`src/rtl/picorv_dma_pkg.sv`:
```
// Shared constants for the picorv stream DMA: FSM state encodings, transfer
// direction codes and bus word constants.
package picorv_dma_pkg;

  // FSM state encodings
  localparam logic [2:0] IDLE  = 3'd0;
  localparam logic [2:0] FETCH = 3'd1;
  localparam logic [2:0] WREQ  = 3'd2;
  localparam logic [2:0] RREQ  = 3'd3;
  localparam logic [2:0] PUSH  = 3'd4;
  localparam logic [2:0] DONE  = 3'd5;

  // Transfer direction as presented on the mode input
  localparam logic MODE_WRITE = 1'b0;
  localparam logic MODE_READ  = 1'b1;

  localparam int unsigned WORD_BYTES = 4;
  localparam logic [3:0]  WSTRB_FULL = 4'hF;

endpackage

```
`src/rtl/picorv_dma_addr_gen.sv`:
```
// Address register and remaining-word counter for the picorv stream DMA.
// The address and the count step independently because in read mode the
// address advances on the bus completion while the count drops on the push.
module picorv_dma_addr_gen
  import picorv_dma_pkg::*;
#(
  parameter int unsigned CNT_BITS = 16
) (
  input  logic                clk,
  input  logic                reset,
  input  logic                load,
  input  logic [31:0]         base_addr,
  input  logic [CNT_BITS-1:0] word_count,
  input  logic                step_addr,
  input  logic                step_count,
  output logic [31:0]         addr,
  output logic                last
);

  logic [CNT_BITS-1:0] remaining_q;

  // Word-aligned address; wraps modulo 2^32
  always_ff @(posedge clk) begin
    if (reset) begin
      addr <= 32'h0;
    end else if (load) begin
      addr <= base_addr & 32'hFFFF_FFFC;
    end else if (step_addr) begin
      addr <= addr + WORD_BYTES;
    end
  end

  // Words still to be moved, including the one in flight
  always_ff @(posedge clk) begin
    if (reset) begin
      remaining_q <= '0;
    end else if (load) begin
      remaining_q <= word_count;
    end else if (step_count) begin
      remaining_q <= remaining_q - 1'b1;
    end
  end

  // Current word is the final one of the command
  assign last = (remaining_q <= CNT_BITS'(1));

endmodule

```
`src/rtl/picorv_stream_dma.sv`:
```
// picorv native-bus initiator moving words between a 32-bit val/ready stream
// and consecutive memory words (mode 0: stream->memory, mode 1: memory->stream).
// Optional build macro PICORV_DMA_TIMEOUT_EN adds a per-request ready timeout
// that sets the sticky error flag and abandons the command.
module picorv_stream_dma
  import picorv_dma_pkg::*;
#(
  parameter int unsigned CNT_BITS       = 16,
  parameter int unsigned TIMEOUT_CYCLES = 1024
) (
  input  logic                clk,
  input  logic                reset,
  input  logic                start,
  input  logic                mode,
  input  logic [31:0]         base_addr,
  input  logic [CNT_BITS-1:0] word_count,
  output logic                busy,
  output logic                done,
  output logic                error,
  output logic                mem_valid,
  output logic                mem_instr,
  output logic [31:0]         mem_addr,
  output logic [31:0]         mem_wdata,
  output logic [3:0]          mem_wstrb,
  input  logic                mem_ready,
  input  logic [31:0]         mem_rdata,
  input  logic [31:0]         din,
  input  logic                val_in,
  output logic                ready_upward,
  output logic [31:0]         dout,
  output logic                val_out,
  input  logic                ready_downward
);

  logic [2:0] state_q, state_d;
  logic       in_req, load, step_addr, step_count, last, tmo_fire;

  assign in_req     = (state_q == WREQ) || (state_q == RREQ);
  assign load       = (state_q == IDLE) && start;
  assign step_addr  = in_req && mem_ready;
  assign step_count = ((state_q == WREQ) && mem_ready) || ((state_q == PUSH) && ready_downward);

  picorv_dma_addr_gen #(
    .CNT_BITS(CNT_BITS)
  ) u_addr_gen (
    .clk       (clk),
    .reset     (reset),
    .load      (load),
    .base_addr (base_addr),
    .word_count(word_count),
    .step_addr (step_addr),
    .step_count(step_count),
    .addr      (mem_addr),
    .last      (last)
  );

  // Next-state decode; a ready in the same cycle as a timeout wins
  always_comb begin
    state_d = state_q;
    case (state_q)
      IDLE: begin
        if (start) begin
          if (word_count == '0)        state_d = DONE;
          else if (mode == MODE_READ)  state_d = RREQ;
          else                         state_d = FETCH;
        end
      end
      FETCH: if (val_in) state_d = WREQ;
      WREQ: begin
        if (mem_ready)     state_d = last ? DONE : FETCH;
        else if (tmo_fire) state_d = DONE;
      end
      RREQ: begin
        if (mem_ready)     state_d = PUSH;
        else if (tmo_fire) state_d = DONE;
      end
      PUSH: if (ready_downward) state_d = last ? DONE : RREQ;
      DONE: state_d = IDLE;
      default: state_d = IDLE;
    endcase
  end

  // State register
  always_ff @(posedge clk) begin
    if (reset) state_q <= IDLE;
    else       state_q <= state_d;
  end

  // Write data captured from the stream, held through the bus request
  always_ff @(posedge clk) begin
    if (reset)                              mem_wdata <= 32'h0;
    else if ((state_q == FETCH) && val_in)  mem_wdata <= din;
  end

  // Read data captured from the bus, held until the downstream push
  always_ff @(posedge clk) begin
    if (reset)                                 dout <= 32'h0;
    else if ((state_q == RREQ) && mem_ready)   dout <= mem_rdata;
  end

  assign busy         = (state_q == FETCH) || in_req || (state_q == PUSH);
  assign done         = (state_q == DONE);
  assign mem_valid    = in_req;
  assign mem_instr    = 1'b0;
  assign mem_wstrb    = (state_q == WREQ) ? WSTRB_FULL : 4'h0;
  assign ready_upward = (state_q == FETCH);
  assign val_out      = (state_q == PUSH);

`ifdef PICORV_DMA_TIMEOUT_EN
  localparam int unsigned TmoW = $clog2(TIMEOUT_CYCLES + 1);
  logic [TmoW-1:0] tmo_q;

  // Cycles the current request has waited; idles at zero between requests
  always_ff @(posedge clk) begin
    if (reset || !in_req)  tmo_q <= '0;
    else if (!mem_ready)   tmo_q <= tmo_q + 1'b1;
  end

  assign tmo_fire = in_req && !mem_ready && (tmo_q == TmoW'(TIMEOUT_CYCLES - 1));

  // Sticky timeout flag, cleared by the next accepted command
  always_ff @(posedge clk) begin
    if (reset || load) error <= 1'b0;
    else if (tmo_fire) error <= 1'b1;
  end
`else
  assign tmo_fire = 1'b0;
  assign error    = 1'b0;
`endif

endmodule

```
`config.mk`:
```
export PLATFORM = sky130hd
export DESIGN_NAME = picorv_stream_dma
export DESIGN_NICKNAME = d
export VERILOG_FILES = /design/src/rtl/picorv_dma_pkg.sv /design/src/rtl/picorv_dma_addr_gen.sv /design/src/rtl/picorv_stream_dma.sv
export SDC_FILE = /design/constraint.sdc
export NUM_CORES = 1
export LEC_CHECK = 0
export BUFFER_PORTS_ARGS = -buffer_cell sky130_fd_sc_hd__buf_2
export CAP_MARGIN = 30
export CORE_ASPECT_RATIO = 0.5
export CORE_UTILIZATION = 40
export DETAILED_ROUTE_END_ITERATION = 7
export PLACE_DENSITY = 0.69
export RECOVER_POWER = 50
export SLEW_MARGIN = 15
export SYNTH_ARGS = -nofsm -noshare
export SYNTH_HDL_FRONTEND = slang
export SYNTH_SLANG_ARGS = --single-unit
```
`constraint.sdc`:
```
create_clock -name clk -period 2.5 [get_ports clk]
set_input_delay 0.375 -clock clk [delete_from_list [all_inputs] [get_ports clk]]
set_output_delay 0.375 -clock clk [all_outputs]
set_load 0.005 [all_outputs]
```
==> reports/metrics.cfg, run 1 <==
[power]
swShare_pct=28.5
irDropWorstVdd_mv=0.528
p_sw_w=0.00150
internal_power_w=0.00376
p_per_area_nw_per_um2=741
pwr-share-comb_pct=15.2
leakage_nw=2.89
clkPwrFrac_pct=45.4
power_frac_seq_pct=39.4

[route]
routed_wl_mm=15.4
drc=15
num_vias=5567
first_iter_violations=376
wl_per_cell_um=14.5
drt_pass1_iterations=8
vias_per_cell=5.25
ant_nets=0

[final_layout]
multi_input_area_um2=2850
final_common_cell=buf_2
syn2layout_area_growth_pct=32.1
design_area_um2=7090
mostFrequentLayoutCells=buf_2, nand2_1, dfxtp_1, a21oi_1, clkbuf_1
fillCellCount=1259
drive_gt1_share_pct=28.1
regArea_um2=2260
finish.net_count=999

[grt]
grt_pass1_wl_mm=25.0
antenna_found_initial=1
grt_usage_pct=21.8
grt_pass1_vias=5017
grt_overflow=0
grt_max_degree=49

[die]
die_h_um=83.9
die_w_um=166
die_area_um2=13900
coreArea_um2=12900
boundaryPins=226
rows=29
start_util_pct=41.7

[worst_setup_path]
crit_fanout=7
cp-end-kind=flop
criticalPathCategory=reg -> reg
required_ns=2.80
startpoint_type=flop
cp.arrival_ns=2.48

[placed_design]
portBuffers=219
hpwl_mm=10.9
postPlaceCellArea_um2=6560
finalWeightedCongestion=0.816

[min_path]
hold_path_class=in -> reg

[timing]
maxSlewViolCount=0
fin_skew_ns=0.00979
maxSlewHeadroom_pct=49.4
hold_viol=0
setup_viol_count_final=0
rsz0062_at_grt=no
setup_tns_ns=0
fin_crit_sh_pct=87.2
max_freq_mhz=459
min_period_ns=2.18
worst_pin_slew_ns=0.757

[clock_network]
post-cts-setup-buffer-count=0
h-tree-depth=4
worstSkewPairLatency_ns=0.40
clk_pin_slew_worst_paths_ns=0.06
cts_tree=yes
post_cts_resized=0
cts_buffer_depth=2
hold_buffers=0
cts_buffers=17
cts-root-buf=clkbuf_16
clock_sinks=113

[yosys]
synthFlopType=dfxtp_1
netlist_area_um2=5370
synth_compound_area_share_pct=21.7
yosysSeqAreaShare_pct=42.1
synth_top_area_share_pct=42.1
synthXorXnorAreaFrac_pct=1.47
ys_seq_elements=113
synth_edf_count=0
synthSimpleGateAreaFrac_pct=28.3
syn_inst=675
synthAdderAreaFrac_pct=0.699
synth.avg_cell_area_um2=7.95
async_reset_ff_share_pct=0
yosys_warnings=0
yosys-mux-area-fraction_pct=0.559
synth_top_cell_by_area=dfxtp_1
synth_top_family_by_area=simple AND/OR/NAND/NOR gates
yosysUniqueCellTypes=69
synthTopCellsByArea=dfxtp_1, nand2_1, a21oi_1

[outcome]
violations=DRC
outcome=finished, violations left

[job]
cap_violations=0

## synth_stat cells, drive strengths merged, types with 10 or more instances
| cell | number |
|---|---|
| nand3 | 19 |
| nor2 | 39 |
| a21oi | 79 |
| a211oi | 14 |
| nand2 | 164 |
| buf | 25 |
| nor4 | 15 |
| clkbuf | 30 |
| a22oi | 14 |
| o211ai | 13 |
| dfxtp | 113 |
| o21ai | 13 |
| nor3 | 10 |
## routing by layer
metal | vias to the layer above | wire, um | GRT usage, %
li1 | 2818 | - | -
met1 | 2593 | 7040 | 27.5
met2 | 145 | 7500 | 37.4
met3 | 11 | 751 | 4.60
met4 | 0 | 146 | 6.54
met5 | - | 0 | 0
## layout make-up
class | count | share of cell area [%]
Sequential cell | 113 | 31.9
Multi-Input combinational cell | 505 | 40.2
Antenna cell | 1 | 0.0353
Tap cell | 170 | 3.00
Clock inverter | 15 | 2.22
Timing Repair Buffer | 235 | 16.4
Inverter | 5 | 0.265
Clock buffer | 17 | 6.00
## state kept, by name, summed over array words and instances, names as in the netlist
signal / cells
u_addr_gen.addr: 30
dout: 32
state_q: 3
mem_wdata: 32
u_addr_gen.remaining_q: 16
## stage by stage
stage / total power (W) / worst slack, ns / utilization [%] / hold WS [ns] / instances
3_5_place_dp: 0.00291 / 0.407 / 50.9 / 0.444 / 1028
6_report: 0.00526 / 0.321 / 55.1 / 0.204 / 1061
3_3_place_gp: 0.00290 / 0.455 / 50.9 / 0.438 / 1028
5_1_grt: 0.00551 / 0.166 / 55.1 / 0.197 / 1061
4_1_cts: 0.00531 / 0.380 / 55.5 / 0.190 / 1060
2_1_floorplan: 0.00258 / 0.577 / - / 0.453 / 678
## cell families (layout without fill, tap and decap cells)
logic type / Yosys count / in the layout
compound gates: 179 / 179
xor+xnor: 9 / 9
fa+ha+maj: 3 / 3
buf+inv: 60 / 272
flops: 113 / 113
mux: 3 / 3
other cells: 1 / 5
simple gates: 307 / 307
## power groups by stage
stage	sequential, W	combinational (W)	clock (W)
5_1_grt	0.00209	0.000886	0.00253
6_report	0.00207	0.000798	0.00239
2_1_floorplan	0.00208	0.000505	0
4_1_cts	0.00207	0.000808	0.00243
3_3_place_gp	0.00210	0.000796	0
3_5_place_dp	0.00211	0.000804	0
## worst paths after layout
kind | to | cells past startpoint | slack, ns | startpoint
worst max register to register | u_addr_gen.addr[26] | 6 | 0.32 | u_addr_gen.addr[2]
worst min-delay path | dout[25] | 3 | 0.20 | mem_rdata[25]
worst min register to register | mem_wdata[19] | 2 | 0.45 | mem_wdata[19]
worst max-delay path | u_addr_gen.addr[26] | 6 | 0.32 | u_addr_gen.addr[2]
## worst max-delay path: stages, from the launching register on
cell and delay [ns]:
dfxtp_1 0.44, ha_1 0.27, nand4_2 0.23, nor4_4 0.45, nand3_2 0.19, or2_4 0.29, o311ai_2 0.21
Power figures use the tool's default switching activity.
==> inputs of run 2 (changes only) <==
Settings changed: SYNTH_HIERARCHICAL set to 1.
==> run 2 against run 1 <==
The run still ends with DRC left. Count of clock-buffer cells in the layout grew 2. Final cell count grew 1.3%. Global-route usage down 0.91 points. Clock power is 2% lower. Sequential share of layout area decreased by 0.28 points.
==> reports/metrics.cfg, run 2 <==
[outcome]
outcome=finished, violations left
violations=DRC

[grt]
grt_overflow=0  ; unchanged
grt_usage_pct=20.9  ; -0.91 points
grt_max_degree=52  ; +6.1%
grt_pass1_wl_mm=23.9  ; -4.2%
antenna_found_initial=0  ; -1
grt_pass1_vias=5003  ; -0.28%

[worst_setup_path]
cp_cell_sequence=buf_4 -> nor3b_4 -> nand2_1 -> o21ai_1 -> buf_4 -> or3b_2 -> or3_1 -> a311oi_1
startpoint_type=flop
cp-end-kind=flop
crit_fanout=11  ; +4
cpMostUsedCell=buf_4
timing.critical_path.buf_inv=2  ; +2
slowest_stage=or3b_2
rr_startpoint=state_q[1]
crit_start=state_q[1]
critPathTopFamily=simple AND/OR/NAND/NOR gates
required_ns=2.81  ; about the same
max_stage_delay_ns=0.50  ; +0.05 ns
cp.arrival_ns=2.64  ; +0.16 ns
criticalPathCategory=reg -> reg

[yosys]
synth_edf_count=0  ; unchanged
syn_inst=673  ; -0.30%
synth.avg_cell_area_um2=7.99  ; +0.51%
synth_compound_area_share_pct=17.6  ; -4.1 points
synthSimpleGateAreaFrac_pct=28.1  ; -0.13 points
synthAdderAreaFrac_pct=0.698  ; -0.0015 points
ys_seq_elements=113  ; unchanged
synthXorXnorAreaFrac_pct=3.91  ; +2.4 points
async_reset_ff_share_pct=0  ; unchanged
yosys-top-cells-count=nand2_1, dfxtp_1, a21oi_1
yosysUniqueCellTypes=63  ; -8.7%
synth_top_cell_by_area=dfxtp_1
yosys_warnings=6  ; +6
synthFlopType=dfxtp_1
synthTopCellsByArea=dfxtp_1, nand2_1, a21oi_1
yosys-mux-area-fraction_pct=0.954  ; +0.39 points
synth.most_common_cell=nand2_1
synth_top_family_by_area=simple AND/OR/NAND/NOR gates
netlist_area_um2=5380  ; +0.21%
synth_top_area_share_pct=42.1  ; -0.088 points
yosysSeqAreaShare_pct=42.1  ; -0.088 points

[power]
leakage_nw=2.85  ; -1.3%
power.total_w=0.00533  ; +1.4%
p_per_area_nw_per_um2=745  ; +0.50%
irDropWorstVdd_mv=0.528  ; about the same

[timing]
min_period_ns=2.33  ; +0.149 ns
maxSlewHeadroom_pct=10.3  ; -39 points
maxSlewViolCount=0  ; unchanged
max_freq_mhz=429  ; -6.4%
worst_pin_slew_ns=1.35  ; +0.588 ns
setup_viol_count_final=0  ; unchanged
fin_crit_sh_pct=93.1  ; +6.0 points
fin_skew_ns=0.0109  ; +0.00108 ns
hold_viol=0  ; unchanged

[clock_network]
cts_buffers=17  ; unchanged
cts-root-buf=clkbuf_16
h-tree-depth=4  ; unchanged
cts_tree=yes
clk_pin_slew_worst_paths_ns=0.06  ; about the same
worstSkewPairLatency_ns=0.41  ; about the same
clock_sinks=113  ; unchanged
cts_buffer_depth=2  ; unchanged

[die]
die_area_um2=13900  ; +0.21%
start_util_pct=41.8  ; +0.087 points
boundaryPins=226  ; unchanged
die_w_um=166  ; +0.10%
coreArea_um2=12900  ; unchanged
die_h_um=84  ; +0.11%
rows=29  ; unchanged

[min_path]
min-delay-start=mem_rdata[26]
hold_path_class=in -> reg

[job]
cap_violations=0  ; unchanged

[route]
vias_per_cell=5.13  ; -2.2%
routed_wl_mm=14.7  ; -5.0%
num_vias=5516  ; -0.92%
first_iter_violations=294  ; -22%
ant_nets=0  ; unchanged
wl_per_cell_um=13.6  ; -6.2%
drt_pass1_iterations=6  ; -2
drc=13  ; -2

[final_layout]
finish.net_count=1014  ; +1.5%
syn2layout_area_growth_pct=33.1
num_antenna_cells=0  ; -1
fillCellCount=1264  ; +0.40%
final_common_cell=buf_2
design_area_um2=7160  ; +0.90%
drive_gt1_share_pct=29.1  ; +0.97 points
mostFrequentLayoutCells=buf_2, nand2_1, dfxtp_1, a21oi_1, clkbuf_1
reg_top3=dout x32, mem_wdata x32, u_addr_gen/addr x30

[placed_design]
portBuffers=219  ; unchanged
postPlaceCellArea_um2=6650  ; +1.3%
hpwl_mm=10.3  ; -5.5%
finalWeightedCongestion=0.784  ; -3.9%

run 2: cell count changes in the layout (fill, tap and decap cells not counted), moves of 8 or more:
cell | previous run | this run
buf_4 | 16 | 29
a21oi_2 | 0 | 9
a22oi_1 | 14 | 0
o211ai_1 | 13 | 2
a21oi_1 | 79 | 69
xnor2_1 | 4 | 15
inv_1 | 5 | 15
nand4_1 | 8 | 16
run 2: where the power goes:
part / switching (W) / leakage [nW] / total, W / internal, W
Clock: 0.000876 / 0.274 / 0.00234 / 0.00147
Combinational: 0.000487 / 1.66 / 0.000889 / 0.000402
Sequential: 0.000147 / 0.923 / 0.00210 / 0.00195
Total: 0.00151 / 2.85 / 0.00533 / 0.00382
run 2: stage by stage:
stage | worst slack [ns] | cells | hold slack (ns) | TNS [ns] | util, %
4_1_cts | 0.0945 | 1075 | 0.189 | 0 | 56.0
3_3_place_gp | 0.161 | 1043 | 0.439 | 0 | 51.6
5_1_grt | -0.00383 | 1075 | 0.196 | -0.00383 | 55.6
6_report | 0.171 | 1075 | 0.204 | 0 | 55.6
2_1_floorplan | 0.197 | 675 | 0.453 | 0 | -
3_5_place_dp | 0.131 | 1043 | 0.443 | 0 | 51.6
run 2: cell families (layout without fill, tap and decap cells):
group                    count (synthesis)  in the layout
AO/OA/AOI/OAI                          145            145
XOR/XNOR                                24             24
adder cells (fa/ha/maj)                  3              3
buffers and inverters                   69            299
flip-flops                             113            113
multiplexers                             5              5
other                                    2              4
AND/OR/NAND/NOR                        312            312
run 2: layout make-up:
cell class	instances	area, um^2	share of cell area [%]
clock buffers	19	433	6.05
clock inverters	13	138	1.92
inverters	17	63.8	0.892
multi-input cells	493	2780	38.9
flip-flops and latches	113	2260	31.6
well taps	170	213	2.97
repair buffers	250	1270	17.7
run 2: path summary, 6_finish.rpt:
check | to | slack [ns] | depth (start not counted)
worst max register to register | u_addr_gen/remaining_q[3] | 0.17 | 8
worst min-delay path | dout[26] | 0.20 | 3
worst min register to register | mem_wdata[11] | 0.45 | 2
worst max-delay path | u_addr_gen/remaining_q[3] | 0.17 | 8
run 2: per-layer routing:
layer  vias up  share of wire [%]  global-route usage [%]
met5         -                  0                       0
met4         0                1.4                    6.46
met3        19                5.6                    5.31
met2       151                 47                    35.3
met1      2544                 46                    26.1
li1       2802                  -                       -
run 2: worst register-to-register path, cell delays in order, from the launching register on:
cell,delay [ns]
dfxtp_1,0.31
buf_4,0.18
nor3b_4,0.27
nand2_1,0.11
o21ai_1,0.12
buf_4,0.17
or3b_2,0.50
or3_1,0.33
a311oi_1,0.26
run 2: repair_timing:
item                       in CTS  in global routing
hold endpoints to repair        0                  0
setup endpoints to repair       0                  2
setup buffers                   0                  0
resized for setup               0                  2
hold buffers                    0                  0
